<file path="config.mk">
export PLATFORM = sky130hd
export DESIGN_NAME = hilo_mdu_seq
export DESIGN_NICKNAME = d
export VERILOG_FILES = /design/src/rtl/hilo_mdu_seq.sv
export SDC_FILE = /design/constraint.sdc
export NUM_CORES = 2
export LEC_CHECK = 0
export BUFFER_PORTS_ARGS = -buffer_cell sky130_fd_sc_hd__buf_2
export CORE_MARGIN = 1
export CORE_UTILIZATION = 24
export DETAILED_ROUTE_END_ITERATION = 8
export GPL_ROUTABILITY_DRIVEN = 0
export PLACE_DENSITY = 0.41
export SYNTH_ARGS = -nofsm -noshare
export SYNTH_HDL_FRONTEND = slang
export SYNTH_SLANG_ARGS = --single-unit
</file>
<file path="constraint.sdc">
create_clock -name clk -period 17.8 [get_ports clk]
set_input_delay 0.89 -clock clk [delete_from_list [all_inputs] [get_ports clk]]
set_output_delay 0.89 -clock clk [all_outputs]
set_load 0.02 [all_outputs]
</file>
<file path="src/rtl/hilo_mdu_seq.sv">
// rtl/hilo_mdu_seq.sv - multi-cycle MULT/MULTU/DIV/DIVU sequencer driving the HI/LO write ports
module hilo_mdu_seq #(
  parameter int unsigned MUL_LATENCY = 2
) (
  input  logic        clk,
  input  logic        rst,
  input  logic        req_valid,
  input  logic [1:0]  req_op,
  input  logic [31:0] req_a,
  input  logic [31:0] req_b,
  output logic        req_ready,
  input  logic        flush,
  input  logic        mf_req,
  output logic        stall,
  output logic        busy,
  output logic        res_valid,
  output logic [31:0] wHiData,
  output logic [31:0] wLoData,
  output logic        whi,
  output logic        wlo
);

  typedef enum logic [1:0] {S_IDLE, S_MUL, S_DIV, S_DONE} state_t;

  state_t      state_q, state_d;
  logic [31:0] cnt_q, cnt_d;
  logic [31:0] a_q, a_d;
  logic [31:0] b_q, b_d;
  logic [31:0] rem_q, rem_d;
  logic        sgn_q, sgn_d;
  logic        qneg_q, qneg_d;
  logic        rneg_q, rneg_d;
  logic [31:0] hi_q, hi_d;
  logic [31:0] lo_q, lo_d;
  logic        rv_q, rv_d;
  logic        we_q, we_d;

  logic [63:0] mul_a, mul_b, prod;
  logic [32:0] rem_sh, rem_diff;
  logic [31:0] q_next, r_next;
  logic        op_signed;

  // Sign/zero extension to 64 bits makes the low 64 product bits exact for both signednesses.
  assign mul_a = {{32{sgn_q & a_q[31]}}, a_q};
  assign mul_b = {{32{sgn_q & b_q[31]}}, b_q};
  assign prod  = mul_a * mul_b;

  // One restoring step: a_q shifts dividend bits out and quotient bits in.
  assign rem_sh   = {rem_q, a_q[31]};
  assign rem_diff = rem_sh - {1'b0, b_q};
  assign q_next   = {a_q[30:0], ~rem_diff[32]};
  assign r_next   = rem_diff[32] ? rem_sh[31:0] : rem_diff[31:0];

  assign op_signed = ~req_op[0];

  always_comb begin
    state_d = state_q;
    cnt_d   = cnt_q;
    a_d     = a_q;
    b_d     = b_q;
    rem_d   = rem_q;
    sgn_d   = sgn_q;
    qneg_d  = qneg_q;
    rneg_d  = rneg_q;
    hi_d    = hi_q;
    lo_d    = lo_q;
    rv_d    = 1'b0;
    we_d    = 1'b0;
    if (flush) begin
      state_d = S_IDLE;
    end else begin
      case (state_q)
        S_IDLE: begin
          if (req_valid) begin
            sgn_d = op_signed;
            cnt_d = '0;
            if (!req_op[1]) begin
              a_d     = req_a;
              b_d     = req_b;
              state_d = S_MUL;
            end else if (req_b == 32'd0) begin
              hi_d    = req_a;
              lo_d    = '1;
              rv_d    = 1'b1;
              state_d = S_DONE;
            end else begin
              a_d     = (op_signed && req_a[31]) ? -req_a : req_a;
              b_d     = (op_signed && req_b[31]) ? -req_b : req_b;
              rem_d   = '0;
              qneg_d  = op_signed & (req_a[31] ^ req_b[31]);
              rneg_d  = op_signed & req_a[31];
              state_d = S_DIV;
            end
          end
        end
        S_MUL: begin
          if (cnt_q == 32'(MUL_LATENCY - 1)) begin
            hi_d    = prod[63:32];
            lo_d    = prod[31:0];
            rv_d    = 1'b1;
            we_d    = 1'b1;
            state_d = S_DONE;
          end else begin
            cnt_d = cnt_q + 32'd1;
          end
        end
        S_DIV: begin
          a_d   = q_next;
          rem_d = r_next;
          if (cnt_q == 32'd31) begin
            lo_d    = qneg_q ? -q_next : q_next;
            hi_d    = rneg_q ? -r_next : r_next;
            rv_d    = 1'b1;
            we_d    = 1'b1;
            state_d = S_DONE;
          end else begin
            cnt_d = cnt_q + 32'd1;
          end
        end
        default: state_d = S_IDLE;
      endcase
    end
  end

  always_ff @(posedge clk or negedge rst) begin
    if (!rst) begin
      state_q <= S_IDLE;
      cnt_q   <= '0;
      a_q     <= '0;
      b_q     <= '0;
      rem_q   <= '0;
      sgn_q   <= 1'b0;
      qneg_q  <= 1'b0;
      rneg_q  <= 1'b0;
      hi_q    <= '0;
      lo_q    <= '0;
      rv_q    <= 1'b0;
      we_q    <= 1'b0;
    end else begin
      state_q <= state_d;
      cnt_q   <= cnt_d;
      a_q     <= a_d;
      b_q     <= b_d;
      rem_q   <= rem_d;
      sgn_q   <= sgn_d;
      qneg_q  <= qneg_d;
      rneg_q  <= rneg_d;
      hi_q    <= hi_d;
      lo_q    <= lo_d;
      rv_q    <= rv_d;
      we_q    <= we_d;
    end
  end

  assign busy      = (state_q != S_IDLE);
  assign req_ready = (state_q == S_IDLE);
  assign stall     = busy | (mf_req & busy);
  assign res_valid = rv_q & ~flush;
  assign whi       = we_q & ~flush;
  assign wlo       = we_q & ~flush;
  assign wHiData   = hi_q;
  assign wLoData   = lo_q;

endmodule

</file>
==> metrics.txt <==
# TYPE chip_impl_metric gauge
chip_impl_metric{name="starting_density",unit="%"} 24.2
chip_impl_metric{name="htree_levels",unit=""} 4
chip_impl_metric{name="overflow_left_after_global_routing",unit=""} 0
chip_impl_metric{name="wp_data_arrival",unit="ns"} 10.45
chip_impl_info{name="outcome",value="complete, no violations"} 1
chip_impl_metric{name="critical_path_peak_fanout",unit=""} 13
chip_impl_metric{name="worst-r2r-setup-slack",unit="ns"} 7.76
chip_impl_metric{name="cts-root-to-sink-buffers",unit=""} 2
chip_impl_metric{name="synth_simple_gate_area_share",unit="%"} 16.6
chip_impl_metric{name="finalSetupViolations",unit=""} 0
chip_impl_metric{name="synthesis.nets",unit=""} 7528
chip_impl_metric{name="post_synth_inst_count",unit=""} 6075
chip_impl_metric{name="synth.cell_area",unit="sq um"} 52700
chip_impl_info{name="dominant_combinational_cell_family_by_area_after_synthesis",value="adder cells"} 1
chip_impl_metric{name="row_count",unit=""} 171
chip_impl_metric{name="detail_route.vias_per_cell",unit=""} 4.63
chip_impl_info{name="cts_tree",value="done"} 1
chip_impl_info{name="timing.rr.start",value="a_q[31]$_DFFE_PN0P_"} 1
chip_impl_info{name="cts_root_buf",value="clkbuf_16"} 1
chip_impl_metric{name="placeableCoreArea",unit="sq um"} 218000
chip_impl_metric{name="post_cts_hold_buffers",unit=""} 0
chip_impl_metric{name="fraction_of_layout_cells_with_a_size_suffix_above_1",unit="%"} 5.55
chip_impl_metric{name="slew_viol_final",unit=""} 0
chip_impl_metric{name="synth-edff-count",unit=""} 0
chip_impl_metric{name="post_cts_resized",unit=""} 0
chip_impl_metric{name="worstRegToRegCells",unit=""} 27
chip_impl_metric{name="port_buffers",unit=""} 139
chip_impl_metric{name="die_w",unit="um"} 470
chip_impl_info{name="synth_flop_cell",value="dfrtp_1"} 1
chip_impl_info{name="path_class",value="reg -> reg"} 1
chip_impl_metric{name="timing.critical_path.buf_inv",unit=""} 7
chip_impl_metric{name="first_global_vias",unit=""} 44100
chip_impl_metric{name="crit_path_max_incr_delay",unit="ns"} 0.92
chip_impl_metric{name="final_hold_viol_count",unit=""} 0
chip_impl_metric{name="detail_route.first_pass.iterations",unit=""} 5
chip_impl_metric{name="pin_count",unit=""} 141
chip_impl_metric{name="detailedRoute.firstIterationViolations",unit=""} 2726
chip_impl_metric{name="area_occupied_by_multi_input_gates",unit="sq um"} 41800
chip_impl_metric{name="grt_first_pass_wirelength",unit="um"} 287000
chip_impl_info{name="netlist_top_cells_area",value="fa_1, dfrtp_1, inv_1, nand2_1, ha_1"} 1
chip_impl_metric{name="slew_headroom",unit="%"} 16.8
chip_impl_metric{name="drt_drc_violations_left",unit=""} 0
chip_impl_metric{name="timing.max_cap.violations",unit=""} 0
chip_impl_info{name="critical-path-top-cell-by-count",value="fa_1"} 1
chip_impl_info{name="grt_setup_unrepaired",value="no"} 1
chip_impl_info{name="startpoint",value="a_q[31]$_DFFE_PN0P_"} 1
chip_impl_metric{name="route.final.wire_length",unit="um"} 187000
chip_impl_info{name="type_of_element_launching_the_critical_path",value="flip-flop"} 1
chip_impl_info{name="worstHoldPathType",value="in -> async"} 1
chip_impl_metric{name="fmax",unit="MHz"} 99.6
chip_impl_metric{name="synth-seq-cells",unit=""} 199
chip_impl_metric{name="asyncSetResetFlopFracSynth",unit="%"} 100
chip_impl_metric{name="sequential_cell_area",unit="sq um"} 4980
chip_impl_metric{name="via_count",unit=""} 40900
chip_impl_metric{name="antenna_left",unit=""} 0
chip_impl_metric{name="clock_latency",unit="ns"} 0.55
chip_impl_metric{name="nets",unit=""} 7421
chip_impl_metric{name="post-route-period-util",unit="%"} 56.4
chip_impl_info{name="timing.critical_path.max_delay_family",value="adder cells"} 1
chip_impl_metric{name="clkSinkCount",unit=""} 199
chip_impl_metric{name="clk_pin_slew",unit="ns"} 0.10
chip_impl_metric{name="syn_to_final_growth",unit="%"} 8.10
chip_impl_metric{name="synth_cell_type_count",unit=""} 91
chip_impl_info{name="yosys.area.top_type",value="fa_1"} 1
chip_impl_info{name="worstSetupEndpointType",value="flip-flop"} 1
chip_impl_metric{name="ys_seq_area_share",unit="%"} 9.46
chip_impl_metric{name="adder_and_majority_gate_portion_of_the_synthesized_area",unit="%"} 48.9
chip_impl_metric{name="finalNonFillerCells",unit=""} 8837
chip_impl_metric{name="die-area",unit="sq um"} 221000
chip_impl_metric{name="synthesis_warnings",unit=""} 0
chip_impl_metric{name="synth_mux_area_share",unit="%"} 0.715
chip_impl_metric{name="syn_area_per_cell",unit="sq um"} 8.67
chip_impl_metric{name="yosysTopAreaCellShare",unit="%"} 42.8
chip_impl_metric{name="die-height",unit="um"} 470
chip_impl_metric{name="total_neg_setup_slack",unit="ns"} 0
chip_impl_metric{name="maximum_number_of_pins_on_one_net_before_global_route_repair",unit=""} 112
chip_impl_metric{name="worstMarginPinSlew",unit="ns"} 1.25
chip_impl_metric{name="crit_required",unit="ns"} 18.21
chip_impl_metric{name="synth-xor-area-share",unit="%"} 3.61
chip_impl_metric{name="synth_compound_gate_area_share",unit="%"} 9.57
chip_impl_info{name="timing.rr.end",value="wHiData[29]$_DFFE_PN0P_"} 1
chip_impl_metric{name="cts_made_buffers",unit=""} 17
chip_impl_metric{name="layout.core_utilization",unit="%"} 26.2
chip_impl_metric{name="n_fill_cell",unit=""} 23600
chip_impl_metric{name="place.detailed.instances",unit=""} 8803
chip_impl_metric{name="post-cts-setup-buffers",unit=""} 0
chip_impl_metric{name="hpwlAfterDp",unit="um"} 150000
chip_impl_metric{name="grt_use_total",unit="%"} 17.2
chip_impl_metric{name="fin_skew",unit="ns"} 0.0235
chip_impl_metric{name="antenna_violations_before_repair",unit=""} 9
chip_impl_metric{name="period_minus_slack",unit="ns"} 10.04
chip_impl_metric{name="route.detailed.wl_per_inst",unit="um"} 21.1
chip_impl_info{name="critical_path.slowest_cell",value="fa_1"} 1
[kinds of logic after synthesis]
group           count (synthesis)
xor+xnor                      217
compound gates                789
buf+inv                      1562
flops                         199
mux                            36
fa+ha+maj                    1382
simple gates                 1890
[worst register-to-register path, stage by stage (launching register included)]
cell     delay, ns
dfrtp_1       0.37
and2_1        0.89
nand2_1       0.32
inv_1         0.15
fa_1          0.40
inv_1         0.24
fa_1          0.51
inv_1         0.21
fa_1          0.50
fa_1          0.93
inv_1         0.45
fa_1          0.60
inv_1         0.05
fa_1          0.53
inv_1         0.05
fa_1          0.38
fa_1          0.51
inv_1         0.04
ha_1          0.43
nand4_1       0.19
nor2_1        0.25
nand4_1       0.13
o32ai_1       0.81
o221a_2       0.41
nor4_1        0.06
a31o_2        0.21
o21ai_0       0.20
a31oi_1       0.11
[routing by layer]
layer	global-route usage, %	share of wire [%]	vias up
met2	29.0	48	850
met4	3.93	2.3	2
li1	-	-	18300
met1	23.9	47	21600
met5	0	0.0070	-
met3	1.12	3.1	125
[cell usage after synthesis (11+ instances only)]
cell,number
xor2_1,91
nor2b_1,15
buf_1,36
a31oi_1,29
o21ai_0,237
nor3_1,50
nand4_1,23
nor2_1,242
nand3_1,51
fa_1,1126
o211ai_1,13
a211oi_1,14
ha_1,256
buf_2,15
o41ai_1,15
or4_1,15
nand2_1,997
dfrtp_1,199
o21bai_1,20
inv_1,1197
a41oi_1,12
and2_1,322
and3_1,45
a21o_1,48
a221oi_1,31
nand2b_1,19
nor4_1,27
o21a_1,20
o31ai_1,50
xnor2_1,126
or2_2,11
mux2i_1,26
a21oi_1,200
clkbuf_1,311
or3_1,32
[state kept, by name (all words and copies together), names as in the netlist]
| register | flops |
|---|---|
| a_q | 32 |
| b_q | 32 |
| cnt_q | 32 |
| rem_q | 32 |
| wHiData | 32 |
| wLoData | 32 |
| state_q | 2 |
| qneg_q | 1 |
| rneg_q | 1 |
| rv_q | 1 |
| sgn_q | 1 |
| we_q | 1 |
[stage by stage]
step / hold slack (ns) / setup WS (ns) / cell area, sq um
floorplan: 0.468 / 9.71 / 52700
global placement: 0.464 / 7.89 / 56300
detailed placement: 0.467 / 7.80 / 56300
CTS: 0.469 / 7.76 / 56900
global route: 0.505 / 7.27 / 56900
finish: 0.467 / 7.76 / 56900
[cells in the final DEF, fill, tap and decap left out, types with 20 or more instances in the layout]
cell,instances
dfrtp_1,195
buf_2,138
or3_1,32
and3_1,45
o21bai_1,20
o21ai_0,237
ha_1,254
nand4_1,23
o21a_1,20
xor2_1,91
o31ai_1,50
and2_1,322
nand2_1,997
a21o_1,47
nor2_1,241
a21oi_1,200
nand3_1,51
a31oi_1,29
nor4_1,27
mux2i_1,26
inv_1,1197
buf_4,98
xnor2_1,126
fa_1,1126
a221oi_1,31
nor3_1,49
[final cells by class]
class                   count  share of cell area, %
diodes                      2                0.00879
clock buffers              19                  0.778
clock inverters            13                  0.240
inverters                1199                   7.91
multi-input cells        4314                   73.5
flip-flops and latches    199                   8.76
well taps                2854                   6.27
repair buffers            237                   2.53
[worst max path at each step]
stage / end / slack [ns] / depth (start not counted)
2_1_floorplan: wHiData[29]$_DFFE_PN0P_ / 9.71 / 30
3_3_place_gp: wHiData[29]$_DFFE_PN0P_ / 7.89 / 27
4_1_cts: wHiData[29]$_DFFE_PN0P_ / 7.76 / 27
3_5_place_dp: wHiData[29]$_DFFE_PN0P_ / 7.80 / 27
6_report: wHiData[29]$_DFFE_PN0P_ / 7.76 / 27
5_1_grt: wHiData[27]$_DFFE_PN0P_ / 7.27 / 28
Power is left out: the tool's default activity adds up to more than one toggle a clock period on the data nets, which glitch-free logic cannot reach.
